===== src/rtl/alu_pkg.sv =====
// Shared ALU decode constants: ALU_Control codes, RV opcodes, funct7 values.
package alu_pkg;

   typedef enum logic [3:0] {
      ALU_ADD = 4'b0000,
      ALU_SUB = 4'b0001,
      ALU_MUL = 4'b0010,
      ALU_DIV = 4'b0011,
      ALU_AND = 4'b0100,
      ALU_OR  = 4'b0101,
      ALU_XOR = 4'b0110,
      ALU_NOT = 4'b0111,
      ALU_SLL = 4'b1000,
      ALU_SRL = 4'b1001,
      ALU_SRA = 4'b1010
   } alu_op_e;

   localparam logic [6:0] OP_R = 7'b0110011;
   localparam logic [6:0] OP_I = 7'b0010011;

   localparam logic [6:0] F7_BASE   = 7'b0000000;
   localparam logic [6:0] F7_ALT    = 7'b0100000;
   localparam logic [6:0] F7_MULDIV = 7'b0000001;

endpackage


===== src/rtl/alu_dec.sv =====
// Combinational RV32I/M ALU instruction decoder.
// Also used by the hazard unit, so it carries no state.
module alu_dec
   import alu_pkg::*;
(
   input  logic [31:0] instr,
   output alu_op_e     alu_op,
   output logic        use_imm,
   output logic        is_shift,
   output logic        illegal
);

   logic [6:0] opcode;
   logic [2:0] f3;
   logic [6:0] f7;
   logic       unused_fields;

   assign opcode = instr[6:0];
   assign f3     = instr[14:12];
   assign f7     = instr[31:25];
   assign unused_fields = ^{instr[19:15], instr[11:7]};

   always_comb begin
      alu_op   = ALU_ADD;
      use_imm  = 1'b0;
      is_shift = 1'b0;
      illegal  = 1'b0;
      case (opcode)
         OP_R: begin
            case ({f7, f3})
               {F7_BASE, 3'b000}:   alu_op = ALU_ADD;
               {F7_BASE, 3'b001}:   alu_op = ALU_SLL;
               {F7_BASE, 3'b100}:   alu_op = ALU_XOR;
               {F7_BASE, 3'b101}:   alu_op = ALU_SRL;
               {F7_BASE, 3'b110}:   alu_op = ALU_OR;
               {F7_BASE, 3'b111}:   alu_op = ALU_AND;
               {F7_ALT, 3'b000}:    alu_op = ALU_SUB;
               {F7_ALT, 3'b101}:    alu_op = ALU_SRA;
               {F7_MULDIV, 3'b000}: alu_op = ALU_MUL;
               {F7_MULDIV, 3'b100}: alu_op = ALU_DIV;
               default:             illegal = 1'b1;
            endcase
         end
         OP_I: begin
            use_imm = 1'b1;
            case (f3)
               3'b000: alu_op = ALU_ADD;
               3'b100: alu_op = (instr[31:20] == 12'hFFF) ? ALU_NOT : ALU_XOR;
               3'b110: alu_op = ALU_OR;
               3'b111: alu_op = ALU_AND;
               3'b001: begin
                  is_shift = 1'b1;
                  if (f7 == F7_BASE) alu_op = ALU_SLL;
                  else               illegal = 1'b1;
               end
               3'b101: begin
                  is_shift = 1'b1;
                  if (f7 == F7_BASE)     alu_op = ALU_SRL;
                  else if (f7 == F7_ALT) alu_op = ALU_SRA;
                  else                   illegal = 1'b1;
               end
               default: illegal = 1'b1;
            endcase
         end
         default: illegal = 1'b1;
      endcase
      // Illegal packets still issue, but as a harmless ADD of zeros.
      if (illegal) begin
         alu_op   = ALU_ADD;
         use_imm  = 1'b0;
         is_shift = 1'b0;
      end
   end

endmodule


===== src/rtl/alu_op_issue.sv =====
// ALU operand issue stage: decode, registered output, 2-entry skid buffer,
// and issued/illegal event counters.
module alu_op_issue
   import alu_pkg::*;
#(
   parameter int XLEN  = 32,
   parameter int CNT_W = 16
) (
   input  logic             clk,
   input  logic             rst,
   input  logic             in_valid,
   output logic             in_ready,
   input  logic [31:0]      instr,
   input  logic [XLEN-1:0]  rs1_data,
   input  logic [XLEN-1:0]  rs2_data,
   output logic             out_valid,
   input  logic             out_ready,
   output logic [XLEN-1:0]  A,
   output logic [XLEN-1:0]  B,
   output logic [3:0]       ALU_Control,
   output logic [4:0]       rd,
   output logic             illegal,
   output logic [CNT_W-1:0] issued_cnt,
   output logic [CNT_W-1:0] illegal_cnt
);

   alu_op_e dec_op;
   logic    dec_imm;
   logic    dec_shift;
   logic    dec_ill;

   alu_dec u_dec (
      .instr    (instr),
      .alu_op   (dec_op),
      .use_imm  (dec_imm),
      .is_shift (dec_shift),
      .illegal  (dec_ill)
   );

   logic [XLEN-1:0] imm_x;
   logic [XLEN-1:0] shamt_x;
   logic [XLEN-1:0] new_a;
   logic [XLEN-1:0] new_b;

   assign imm_x   = {{(XLEN-12){instr[31]}}, instr[31:20]};
   assign shamt_x = {{(XLEN-5){1'b0}}, instr[24:20]};

   always_comb begin
      new_a = '0;
      new_b = '0;
      if (!dec_ill) begin
         new_a = rs1_data;
         if (dec_shift)    new_b = shamt_x;
         else if (dec_imm) new_b = imm_x;
         else              new_b = rs2_data;
      end
   end

   logic            sk_full;
   logic [XLEN-1:0] sk_a;
   logic [XLEN-1:0] sk_b;
   logic [3:0]      sk_op;
   logic [4:0]      sk_rd;
   logic            sk_ill;

   logic in_fire;
   logic out_fire;
   logic out_free;

   assign in_fire  = in_valid && in_ready;
   assign out_fire = out_valid && out_ready;
   assign out_free = out_fire || !out_valid;

   always_ff @(posedge clk or posedge rst) begin
      if (rst) begin
         out_valid   <= 1'b0;
         in_ready    <= 1'b1;
         A           <= '0;
         B           <= '0;
         ALU_Control <= ALU_ADD;
         rd          <= '0;
         illegal     <= 1'b0;
         sk_full     <= 1'b0;
         sk_a        <= '0;
         sk_b        <= '0;
         sk_op       <= ALU_ADD;
         sk_rd       <= '0;
         sk_ill      <= 1'b0;
         issued_cnt  <= '0;
         illegal_cnt <= '0;
      end else begin
         if (out_free) begin
            // in_ready is low whenever the skid is full, so no new packet
            // can compete with the skid entry for the output register.
            if (sk_full) begin
               out_valid   <= 1'b1;
               A           <= sk_a;
               B           <= sk_b;
               ALU_Control <= sk_op;
               rd          <= sk_rd;
               illegal     <= sk_ill;
               sk_full     <= 1'b0;
               in_ready    <= 1'b1;
            end else if (in_fire) begin
               out_valid   <= 1'b1;
               A           <= new_a;
               B           <= new_b;
               ALU_Control <= dec_op;
               rd          <= instr[11:7];
               illegal     <= dec_ill;
            end else begin
               out_valid <= 1'b0;
            end
         end else if (in_fire) begin
            sk_full  <= 1'b1;
            in_ready <= 1'b0;
            sk_a     <= new_a;
            sk_b     <= new_b;
            sk_op    <= dec_op;
            sk_rd    <= instr[11:7];
            sk_ill   <= dec_ill;
         end
         if (out_fire) begin
            issued_cnt <= issued_cnt + 1'b1;
            if (illegal) illegal_cnt <= illegal_cnt + 1'b1;
         end
      end
   end

endmodule

===== config.mk =====
export PLATFORM = sky130hd
export DESIGN_NAME = alu_op_issue
export DESIGN_NICKNAME = d
export VERILOG_FILES = /design/src/rtl/alu_pkg.sv /design/src/rtl/alu_dec.sv /design/src/rtl/alu_op_issue.sv
export SDC_FILE = /design/constraint.sdc
export NUM_CORES = 1
export LEC_CHECK = 0
export CAP_MARGIN = 10
export CELL_PAD_IN_SITES_DETAIL_PLACEMENT = 1
export CELL_PAD_IN_SITES_GLOBAL_PLACEMENT = 1
export CORE_ASPECT_RATIO = 2
export CORE_MARGIN = 3
export CORE_UTILIZATION = 48
export DETAILED_ROUTE_END_ITERATION = 10
export DONT_BUFFER_PORTS = 1
export PLACE_DENSITY_LB_ADDON = 0.05
export SETUP_SLACK_MARGIN = 0.4
export SLEW_MARGIN = 25
export SYNTH_ARGS = -nofsm -noshare
export SYNTH_HDL_FRONTEND = slang
export SYNTH_SLANG_ARGS = --single-unit

===== constraint.sdc =====
create_clock -name clk -period 8.15 [get_ports clk]
set_clock_uncertainty 0.15 [all_clocks]
set_input_delay 0.815 -clock clk [delete_from_list [all_inputs] [get_ports clk]]
set_output_delay 0.815 -clock clk [all_outputs]
set_load 0.005 [all_outputs]

# --- After elaboration in Yosys (flattened, before gate mapping) ---
# Cells that the tools add are included.
classes:
  muxes: 40
  n_bitwise: 1
  n_addsub: 2
  reduce_logical: 16
  n_eq_ne: 19
op_table:
  columns: ["op", "count"]
  rows:
  - ["$mux 32", 8]
  - ["$eq 10x3->1 const B", 4]
  - ["$pmux 4 s9", 1]
  - ["$add 16x1->16 const B", 2]
  - ["$mux 4", 6]
  - ["$eq 10x4->1 const B", 2]
  - ["$eq 10x9->1 const B", 2]
  - ["$pmux 4 s5", 1]
  - ["$mux 1", 19]
  - ["$eq 7x6->1 const B", 2]
  - ["$eq 12x12->1 const B", 1]
  - ["$eq 3x3->1 const B", 4]
  - ["$eq 10x1->1 const B", 1]
  - ["$logic_not 10->1", 1]
  - ["$mux 5", 2]
  - ["$reduce_or 10->1", 1]
  - ["$pmux 4 s2", 1]
  - ["$reduce_and 2->1", 4]
  - ["$eq 7x5->1 const B", 1]
  - ["$logic_not 7->1", 1]
  - ["$reduce_bool 2->1", 2]
  - ["$reduce_or 4->1", 1]
  - ["$eq 3x1->1 const B", 1]
  - ["$logic_not 3->1", 1]
  - ["other kinds (8)", 9]
totals:
  wordCells: 93
  inputBits: 100
  regBits: 183
  output_inout_bits: 108

# --- Depth between registers and ports, before layout ---
# Gate-level depths: netlist of run 1.
depth:
  word_depth: 11
  mapped_depth: 8
  depth_no_buf: 5

# --- Cells and area by module ---
# From an unflattened synthesis of run 1, not the netlist that was laid out.
hier_totals:
  hier_cells: 889
  hier_area_um2: 8633.3
by_module_without_submodules:
  columns: ["module", "area_per_inst_um2", "n_inst", "cells_each", "seq_area_each_um2"]
  rows:
  - ["alu_op_issue", 8257.9, 1, 832, 4580.6]
  - ["alu_dec", 375.4, 1, 57, 0.0]

# --- Worst setup path before layout of run 1 ---
# OpenSTA, ideal clock, no wires.
synth_timing:
  path_kind: "in2reg"
  startpoint: "input port instr[26]"
  endpoint: "register B[11]"
  required_ns: 7.874
  setup_slack_ns: 5.492
  t_arrival_ns: 2.382
  path_stages: 6
  path_cell_list: "or4_4 a221oi_4 nand3_2 buf_6 buf_6 a311o_1"
synth_via:
  elab_chain_len: 11
synth_rtl:
  columns: ["item", "line", "source"]
  rows:
  - ["from (decl)", "alu_op_issue.sv:13", "input logic [31:0] instr,"]
  - ["$eq 7x6->1", "alu_dec.sv:59", "else if (f7 == F7_ALT) alu_op = ALU_SRA;"]
  - ["$mux 1", "alu_dec.sv:59", null]
  - ["$mux 1", "alu_dec.sv:58", "if (f7 == F7_BASE) alu_op = ALU_SRL;"]
  - ["$pmux 1 s3", "alu_dec.sv:46", "case (f3)"]
  - ["$pmux 1 s2 (*)", "alu_dec.sv:28", "case (opcode)"]
  - ["$mux 1", "alu_dec.sv:68", "if (illegal) begin"]
  - ["$mux 32", "alu_op_issue.sv:54", "else if (dec_imm) new_b = imm_x;"]
  - ["$mux 32", "alu_op_issue.sv:53", "if (dec_shift) new_b = shamt_x;"]
  - ["$mux 32 (*)", "alu_op_issue.sv:51", "if (!dec_ill) begin"]
  - ["$mux 32 (*)", "alu_op_issue.sv:104", "end else if (in_fire) begin"]
  - ["$mux 32 (*)", "alu_op_issue.sv:95", "if (sk_full) begin"]
  - ["to (signal assigned)", "alu_op_issue.sv:98", "B <= sk_b;"]
  - ["to (signal assigned)", "alu_op_issue.sv:107", "B <= new_b;"]
  - ["to (decl)", "alu_op_issue.sv:19", "output logic [XLEN-1:0] B,"]
# Every way passes the cells marked *; elsewhere a longest branch is shown, timed or not. The select of a mux whose other input is x is not followed.
# A chain may end at the register's enable or synchronous reset.

# --- Final worst setup path of run 1 ---
layout_timing:
  startpoint: "register out_valid"
  endpoint: "register sk_b[26]"
layout_via:
  elab_chain_len: 4
layout_rtl:
  columns: ["item", "line", "source"]
  rows:
  - ["from (decl)", "alu_op_issue.sv:16", "output logic out_valid,"]
  - ["from (signal assigned)", "alu_op_issue.sv:76", "out_valid <= 1'b0;"]
  - ["from (signal assigned)", "alu_op_issue.sv:96", "out_valid <= 1'b1;"]
  - ["from (signal assigned)", "alu_op_issue.sv:105", "out_valid <= 1'b1;"]
  - ["$logic_and 1x1->1 or $logic_not 1->1 (tied branches)", "alu_op_issue.sv:71, alu_op_issue.sv:72", null]
  - ["$logic_or 1x1->1 (*)", "alu_op_issue.sv:72", "assign out_free = out_fire || !out_valid;"]
  - ["$not 1->1 (no source line) (*)", null, null]
  - ["$reduce_and 2->1 (no source line) (*)", null, null]
  - ["to (signal assigned)", "alu_op_issue.sv:118", "sk_b <= new_b;"]
  - ["to (decl)", "alu_op_issue.sv:61", "logic [XLEN-1:0] sk_b;"]
# Every way passes the cells marked *; elsewhere a longest branch is shown, timed or not.

==> results of run 1 <==
## layout make-up
class	count	area, sq um	share of cell area, %
flip-flops and latches	183	4582	50.13
multi-input cells	624	3621	39.62
clock buffers	21	460.4	5.038
well taps	210	262.8	2.875
repair buffers	8	100.1	1.095
clock inverters	10	97.59	1.068
inverters	3	16.27	0.1780
## metrics by stage
stage	setup WS, ps	utilization (%)
after floorplan	2215	-
after global placement	4532	49.08
after detailed placement	4418	49.08
after CTS	4634	52.30
after global routing	4401	52.66
final	4727	52.66
## where the power goes
group	internal [mW]	leakage, nW	switching, mW
combinational	0.00974	1.69	0.0288
sequential	0.908	2.55	0
clock	0.437	0.266	0.344
total	1.36	4.51	0.373
## synth_stat cells (all sizes together) (19+ instances only)
master,instances
a21o,33
o21ai,60
xnor2,22
and2,23
a21oi,75
nand2,118
nor2,123
buf,31
a311o,42
dfrtp,182
clkbuf,32
nand3,19
## registers in the layout, indices dropped and copies added (netlist names)
signal and cells:
issued_cnt 16, illegal_cnt 16, illegal 1, B 32, out_valid 1, sk_rd 5
sk_ill 1, sk_b 32, sk_op 4, A 32, in_ready 1, sk_full 1
ALU_Control 4, rd 5, sk_a 32
## worst paths after layout
check | startpoint | end | cells after the start
min reg2reg | sk_b[3]$_DFFE_PP0P_ | sk_b[3]$_DFFE_PP0P_ | 2
min in group clk | in_valid | in_ready$_DFFE_PP1P_ | 1
min | rst | issued_cnt[4]$_DFFE_PP0P_ | 1
max in group asynchronous | rst | sk_full$_DFFE_PP0P_ | 3
max | out_valid$_DFFE_PP0N_ | sk_b[26]$_DFFE_PP0P_ | 5
max reg2reg | out_valid$_DFFE_PP0N_ | sk_b[26]$_DFFE_PP0P_ | 5
## layer usage
layer	vias to the layer above	GRT usage, %
met5	-	0
met4	0	9.045
met3	33	5.978
met2	185	47.83
met1	3390	26.70
li1	2965	-
## cells by family (layout without fill, tap and decap cells)
kind of cell	count (synthesis)	count (layout)	synth area share, %
AOI/OAI and AO/OA	239	239	18.82
xor gates and xnor gates	30	30	3.090
adders and majority gates	2	2	0.2942
buffers and inverters	66	42	4.017
DFF	183	183	53.86
muxes	19	19	2.280
and+or+nand+nor	334	334	17.64
==> results.toml, run 1 <==
[run_status]
run_status = "completed"

[flow_run]
max_cap_viol_count = 0

[floorplan]
rows = 68
die_width_microns = 100.1
initial_utilization_pct = 49.00
fp.dieH_microns = 194.2
ios = 208
core_outline_area_sq_um = 17360
fp.dieArea_sq_um = 19450

[sta]
final_min_period_over_clock_period_pct = 42.00
achievable-frequency_mhz = 292.2
hold_violations = 0
max-slew-margin-rel_pct = 28.62
finalSetupTns_ps = 0
hold-worst-slack_ps = 143.4
worst_slew_pin_slew_ps = 1059
final_max_slew_viol_count = 0
rsz_0062_raised_after_global_routing = "false"
finalCriticalPeriod_ps = 3423
finish_stage_setup_viols = 0

[worst_setup_path]
worstPathArrival_ps = 3630
cp_cell_sequence = "nor2b_1, nand3_4, nor2_1, and3_1, a311o_1"
cpMaxStageDelayCell = "and3_1"
crit_family = "simple AND/OR/NAND/NOR gates"
critPathCaptureType = "register"
critical_path.max_fanout = 81
critical_path.n_buffers_inverters = 0
path_class = "register to register"
worst_setup_path_start_kind = "register"
crit_required_ps = 8350
worst-r2r-setup-slack_ps = 4730
crit_path_max_incr_delay_ps = 790

[clock_network]
clock_sinks = 183
cts_tree = "yes"
cts.reportedPaths.clkPinSlew_ps = 60
max-clock-path-buffers = 2
clock_insertion_delay_worst_skew_ps = 420
htree_num_levels = 4
cts.repair.resized = 0
total_cts_buffers = 17
cts_hold_buf = 0
cts_setup_buffers = 0
cts_root_buf = "clkbuf_16"

[drt]
wire_per_inst_microns = 22.95
initialDrtViolationCount = 158
vias_per_cell = 6.207
wl_met3_microns = 1380
drcViolationCount = 0
drt_pre_antenna_iters = 4
routed.top_layer = "met4"
drt-met1-wl_microns = 8566
detail_route.wirelength_microns = 24300
via_count = 6573
drtAntennaViolNets = 0
dr_wl_met2_microns = 13780

[final_layout]
finalNonFillerCells = 1059
final_net_count = 939
mostFrequentLayoutCells = "dfrtp_1, nor2_1, nand2_1"
mostFrequentLayoutCell = "dfrtp_1"
fraction_of_final_layout_cells_sized_beyond_drive_strength_1_pct = 6.832
layout_cell_area_excl_fill_sq_um = 9140
fillers = 1946
diodes_inserted = 0
area.growth.synth_to_final_pct = 7.474

[logic_synthesis]
synth_top_area_cell = "dfrtp_1"
synthCells = 873
syn_area_per_cell_sq_um = 9.742
synth_top_cells_by_area = "dfrtp_1, nor2_1, nand2_1"
ys_seq_area_share_pct = 53.86
post-synth-top-area-fraction_pct = 53.55
synth-edff-count = 0
synthesis.nets = 975
async_flop_share_pct = 100.0
synth_ff_type = "dfrtp_1"
synth_seq_cells = 183
synthesis.yosys.warnings = 0
ys_types = 55
netlist_area_sq_um = 8504

[power]
pwr_density_cell_nw_per_um2 = 189.1
totalPowerFinal_mw = 1.728
leakage_nw = 4.507
irDropWorstVdd_mv = 0.1337

[min_path]
min_path_type = "primary input to async pin"

[grt]
global_route_wire_length_before_repair_microns = 38870
global_route.usage.total_pct = 25.43
grt_pass1_vias = 7250
pin_count_of_the_biggest_net_entering_global_routing = 84
number_of_antenna_violations_at_the_first_check_in_global_routing = 0
gr-total-overflow = 0

[placement]
dp.cells = 1026
place_hpwl_microns = 16270
weighted_congestion_at_the_end_of_routability_driven_global_placement = 0.8241
port_buffers = 0
postPlaceCellArea_sq_um = 8519
No activity file was read; power rests on OpenSTA's default activity.
==> run 2, diff against run 1 <==
==> constraint.sdc (replaced) <==
create_clock -name clk -period 3.5 [get_ports clk]
set_clock_uncertainty 0.15 [all_clocks]
set_input_delay 0.35 -clock clk [delete_from_list [all_inputs] [get_ports clk]]
set_output_delay 0.35 -clock clk [all_outputs]
set_load 0.005 [all_outputs]
==> run 2 against run 1 <==
Effect of this change: via count increased by 3.5%; sequential power increased by 130%; combinational power increased to 4.3 times the previous value; non-clock buffer count increased by 73; count of clock-buffer cells in the layout unchanged; worst hold slack got worse by 120 ps; design area increased by 7.6%; largest cell class unchanged; largest power group unchanged.
==> results.toml, run 2 (synthesis gave the netlist of run 1 again) <==
[power]
p_clk_share_pct = 44.9
seq_power_share_pct = 51.1
leakage_nw = 4.801
switching_share_pct = 21.64
pwr_density_cell_nw_per_um2 = 420.7
combinationalPowerShare_pct = 4.0
power.net_switching_uw = 895.3
cellInternalPower_mw = 3.242
irDropWorstVdd_mv = 0.3055

[placement]
weighted_congestion_at_the_end_of_routability_driven_global_placement = 0.8360
place_hpwl_microns = 16270
port_buffers = 0
dp.cells = 1038

[sta]
worst_slew_pin_slew_ps = 1042
rsz_0062_raised_after_global_routing = "false"
final_min_period_over_clock_period_pct = 75.15
achievable-frequency_mhz = 380.2
finish_stage_setup_viols = 0
hold_violations = 0
max-slew-margin-rel_pct = 29.83
finalCriticalPeriod_ps = 2630
final_max_slew_viol_count = 0
finalSetupTns_ps = 0

[floorplan]
rows = 68
die_width_microns = 100.1
fp.dieArea_sq_um = 19450
initial_utilization_pct = 49.00
core_outline_area_sq_um = 17360
ios = 208
fp.dieH_microns = 194.2

[drt]
detail_route.wirelength_microns = 25050
drcViolationCount = 0
drt_pre_antenna_iters = 5
wire_per_inst_microns = 22.09
initialDrtViolationCount = 248
via_count = 6803
vias_per_cell = 5.999
drtAntennaViolNets = 0

[worst_setup_path]
setup.worst_path.end = "sk_b[5]$_DFFE_PP0P_"
critical_path.max_fanout = 38
worst_setup_path_start_kind = "register"
worst-r2r-setup-slack_ps = 870
worst_r2r_endpoint = "sk_b[5]$_DFFE_PP0P_"
critPathCaptureType = "register"
worstPathArrival_ps = 2810
crit_required_ps = 3680
reg2reg_from = "out_valid$_DFFE_PP0N_"
crit_start = "out_valid$_DFFE_PP0N_"
timing.reg2reg.worst_path_depth = 5
path_class = "register to register"

[grt]
gr-total-overflow = 0
grt_pass1_vias = 7667
pin_count_of_the_biggest_net_entering_global_routing = 81
global_route_wire_length_before_repair_microns = 40030
number_of_antenna_violations_at_the_first_check_in_global_routing = 1
global_route.usage.total_pct = 26.17

[run_status]
run_status = "completed"

[final_layout]
mostFrequentLayoutCell = "dfrtp_1"
finalNonFillerCells = 1134
area.growth.synth_to_final_pct = 15.62
fraction_of_final_layout_cells_sized_beyond_drive_strength_1_pct = 7.367
mostFrequentLayoutCells = "dfrtp_1, nor2_1, nand2_1"
final_net_count = 1012

[clock_network]
htree_num_levels = 4
cts.reportedPaths.clkPinSlew_ps = 70
clock_insertion_delay_worst_skew_ps = 420
total_cts_buffers = 17
cts_root_buf = "clkbuf_16"
cts.repair.resized = 0
cts_tree = "yes"
clock_sinks = 183
max-clock-path-buffers = 2

[min_path]
min_path_type = "primary input to register"

[flow_run]
max_cap_viol_count = 0
[run 2: changes by cell type in the layout (fill, tap and decap cells not counted), moves of 2 or more]
| cell | previous run | this run |
|---|---|---|
| buf_4 | 6 | 17 |
| dlygate4sd3_1 | 0 | 62 |
| clkbuf_8 | 2 | 0 |
| clkinvlp_4 | 3 | 5 |
| clkbuf_1 | 2 | 4 |
| inv_6 | 3 | 1 |
[run 2: timing repair]
| action | 4_1_cts | 5_1_grt |
|---|---|---|
| hold endpoints to repair | 149 | 0 |
| hold buffers | 62 | 0 |
| setup buffers | 0 | 0 |
[run 2: area by class of cell]
type | instances | area, sq um
flip-flops and latches | 183 | 4582
diodes | 1 | 2.502
clock buffers | 21 | 440.4
fillers | 1915 | 7523
inverters | 3 | 15.01
repair buffers | 81 | 795.8
clock inverters | 11 | 126.4
well taps | 210 | 262.8
multi-input cells | 624 | 3608
[run 2: how the worst min path moves through the flow]
stage | start | endpoint | slack, ps | cells after the start
after floorplan | in_valid | in_ready$_DFFE_PP1P_ | 250 | 1
after global placement | rst | sk_a[13]$_DFFE_PP0P_ | 210 | 1
after detailed placement | rst | sk_a[13]$_DFFE_PP0P_ | 230 | 1
after CTS | instr[28] | sk_b[8]$_DFFE_PP0P_ | 5 | 2
after global routing | instr[28] | sk_b[8]$_DFFE_PP0P_ | 40 | 2
final | instr[28] | sk_b[8]$_DFFE_PP0P_ | 20 | 2
[run 2: metrics by stage]
step / total power [mW] / area, sq um / hold WS, ps / utilization, % / setup WS, ps
after detailed placement: 2.251 / 8610 / 229.7 / 49.60 / 863.9
after CTS: 4.192 / 9797 / 5.265 / 56.44 / 825.2
after global placement: 2.247 / 8610 / 214.2 / 49.60 / 933.6
after global routing: 4.283 / 9833 / 37.25 / 56.65 / 661.0
final: 4.137 / 9833 / 23.00 / 56.65 / 869.7
after floorplan: 2.228 / 8508 / 251.4 / - / 650.3
[run 2: per-layer routing]
| layer | part of all wire, % | GRT usage [%] | vias up |
|---|---|---|---|
| met5 | 0 | 0 | - |
| met4 | 2.5 | 10.04 | 0 |
| li1 | - | - | 3108 |
| met3 | 4.6 | 5.221 | 37 |
| met2 | 56 | 48.55 | 186 |
| met1 | 37 | 28.39 | 3472 |
[run 2: critical path, cell delays in order, from the launching register on]
cell,delay (ps)
dfrtp_1,500
nor2b_1,530
nand3_4,470
nor2_1,270
o21ai_0,330
o21ai_0,280
[run 2: power groups by stage]
stage / Sequential (mW) / Clock, mW / Combinational (mW)
CTS: 2.11 / 1.91 / 0.167
finish: 2.11 / 1.86 / 0.165
global route: 2.11 / 1.99 / 0.182
detailed placement: 2.15 / 0 / 0.0964
floorplan: 2.16 / 0 / 0.0729
global placement: 2.15 / 0 / 0.0925
==> run 3, diff against run 2 <==
==> constraint.sdc (replaced) <==
create_clock -name clk -period 2.45 [get_ports clk]
set_clock_uncertainty 0.15 [all_clocks]
set_input_delay 0.245 -clock clk [delete_from_list [all_inputs] [get_ports clk]]
set_output_delay 0.245 -clock clk [all_outputs]
set_load 0.005 [all_outputs]
==> run 3 against run 2 <==
Effect of this change: clock power is 43% higher; die area stayed put; register-to-register slack worse by 610 ps; combinational power is 69% higher; via count is 7.1% higher; critical path depth is 4 higher; worst setup slack worse by 610 ps; design area is 9.7% higher; count of clock-buffer cells in the layout is 1 lower; sequential power is 43% higher; first-iteration DRC count is 2.8% lower.
==> results.toml, run 3 (synthesis gave the netlist of run 1 again) <==
[sta]
achievable-frequency_mhz = 456.6
rsz_0062_raised_after_global_routing = "true"
worst_slew_pin_slew_ps = 688.5
hold_violations = 0
finalSetupTns_ps = 0
final_min_period_over_clock_period_pct = 89.40
max-slew-margin-rel_pct = 54.10
finish_stage_setup_viols = 0
finalCriticalPeriod_ps = 2190
final_max_slew_viol_count = 0

[placement]
place_hpwl_microns = 16820
weighted_congestion_at_the_end_of_routability_driven_global_placement = 0.8569
port_buffers = 0

[final_layout]
mostFrequentLayoutCells = "dfrtp_1, nor2_1, nand2_1"
fraction_of_final_layout_cells_sized_beyond_drive_strength_1_pct = 12.40
mostFrequentLayoutCell = "dfrtp_1"
final_net_count = 1073
area.growth.synth_to_final_pct = 26.82

[worst_setup_path]
worst-r2r-setup-slack_ps = 260
crit_top_cell = "buf_6"
crit_required_ps = 2670
worst_r2r_endpoint = "A[21]$_DFFE_PP0P_"
worstPathArrival_ps = 2410
timing.reg2reg.worst_path_depth = 9
setup.worst_path.end = "A[21]$_DFFE_PP0P_"
worst_setup_path_start_kind = "register"
cpMaxStageDelayCell = "dfstp_2"
critical_path.max_fanout = 8
reg2reg_from = "in_ready$_DFFE_PP1P_"
path_class = "register to register"
cp_cell_sequence = "a21oi_2, or2_4, or3_4, buf_6, a21oi_4, buf_6, buf_6, buf_16, a21o_1"
crit_start = "in_ready$_DFFE_PP1P_"
critPathCaptureType = "register"
crit_path_max_incr_delay_ps = 540

[clock_network]
cts_tree = "yes"
clock_sinks = 183
cts_root_buf = "clkbuf_16"
total_cts_buffers = 17
max-clock-path-buffers = 2
cts.reportedPaths.clkPinSlew_ps = 70
clock_insertion_delay_worst_skew_ps = 440
htree_num_levels = 4

[grt]
grt_use_met2_pct = 52.93
grtUsageMet1_pct = 31.95
grtUsageMet3_pct = 6.338
number_of_antenna_violations_at_the_first_check_in_global_routing = 0
global_route_wire_length_before_repair_microns = 44290
pin_count_of_the_biggest_net_entering_global_routing = 80
global_route.usage.total_pct = 29.15
grt-busiest-layer = "met2"
grt_pass1_vias = 8131
gr-total-overflow = 0

[drt]
drcViolationCount = 0
detail_route.wirelength_microns = 27720
via_count = 7284
drt_pre_antenna_iters = 4
drtAntennaViolNets = 0
wire_per_inst_microns = 23.20
initialDrtViolationCount = 241
vias_per_cell = 6.095

[floorplan]
core_outline_area_sq_um = 17360
fp.dieH_microns = 194.2
initial_utilization_pct = 49.00
die_width_microns = 100.1
rows = 68
ios = 208
fp.dieArea_sq_um = 19450

[flow_run]
max_cap_viol_count = 0

[power]
irDropWorstVdd_mv = 0.4227
cellInternalPower_mw = 4.595
combinationalPowerShare_pct = 4.7
p_clk_share_pct = 44.7
switching_share_pct = 22.93
seq_power_share_pct = 50.7
totalPowerFinal_mw = 5.962
power.net_switching_mw = 1.367
pwr_density_cell_nw_per_um2 = 552.8
leakage_nw = 5.208

[min_path]
min_path_type = "primary input to register"

[run_status]
run_status = "completed"
==> run 3: cell count changes in the layout (fill, tap and decap cells not counted), sizes merged <==
cell and change:
buf +33, bufbuf +2, inv +3, clkbuf -1
bufinv -1, a21oi +1, clkinv -1, dlygate4sd3 +25
==> run 3: layout make-up <==
type	instances	area (sq um)
inverter	3	15.01
clock buffer	20	446.7
timing repair buffer	141	1637
fill	1851	6571
clock inverter	12	117.6
multi-input combinational	625	3722
sequential	183	4582
antenna	1	2.502
tap	210	262.8
==> run 3: power groups by stage <==
stage / Combinational (mW) / Clock, mW / Sequential [mW]
2_1_floorplan: 0.104 / 0 / 3.08
3_3_place_gp: 0.135 / 0 / 3.08
3_5_place_dp: 0.140 / 0 / 3.08
4_1_cts: 0.275 / 2.71 / 3.02
5_1_grt: 0.304 / 2.84 / 3.02
6_report: 0.279 / 2.66 / 3.02
==> run 3: what timing repair did <==
action | in CTS | in global routing
endpoints found under the setup margin | 68 | 93
pin swaps | 20 | 9
gates resized for setup | 28 | 20
endpoints found under the hold margin | 328 | 2
hold buffers | 86 | 1
cloned | 8 | 0
buffers inserted | 20 | 0
==> run 3: worst max-delay path, delay by kind of cell (launching register included) <==
kind	cells	cell delay, ps
flip-flops	1	540
AND/OR/NAND/NOR	2	570
AO/OA/AOI/OAI	3	360
buffers and inverters	4	500
==> run 3: layer usage <==
layer / wire length, microns / vias up
li1: - / 3242
met3: 1460 / 54
met4: 749 / 0
met2: 15770 / 237
met5: 0 / -
met1: 9735 / 3751
==> run 3: worst min-delay path by stage <==
| stage | start | to | slack (ps) | depth (start not counted) |
|---|---|---|---|---|
| after floorplan | in_valid | in_ready$_DFFE_PP1P_ | 150 | 1 |
| after global placement | rst | A[23]$_DFFE_PP0P_ | 130 | 2 |
| after detailed placement | rst | A[23]$_DFFE_PP0P_ | 140 | 2 |
| after CTS | rs1_data[9] | sk_a[9]$_DFFE_PP0P_ | -240 | 2 |
| after global routing | out_ready | illegal_cnt[0]$_DFFE_PP0P_ | 2 | 2 |
| final | out_ready | illegal_cnt[0]$_DFFE_PP0P_ | 10 | 2 |
==> run 3: stage by stage <==
stage	std cells	utilization [%]	hold slack, ps	setup slack (ps)	area, sq um
2_1_floorplan	873	-	146.4	-294.7	8513
3_3_place_gp	1047	50.61	134.2	-159.3	8785
3_5_place_dp	1047	50.61	139.3	-221.2	8785
4_1_cts	1193	61.63	-235.8	207.8	10700
5_1_grt	1194	62.13	2.100	207.1	10780
6_report	1195	62.14	9.518	259.7	10790
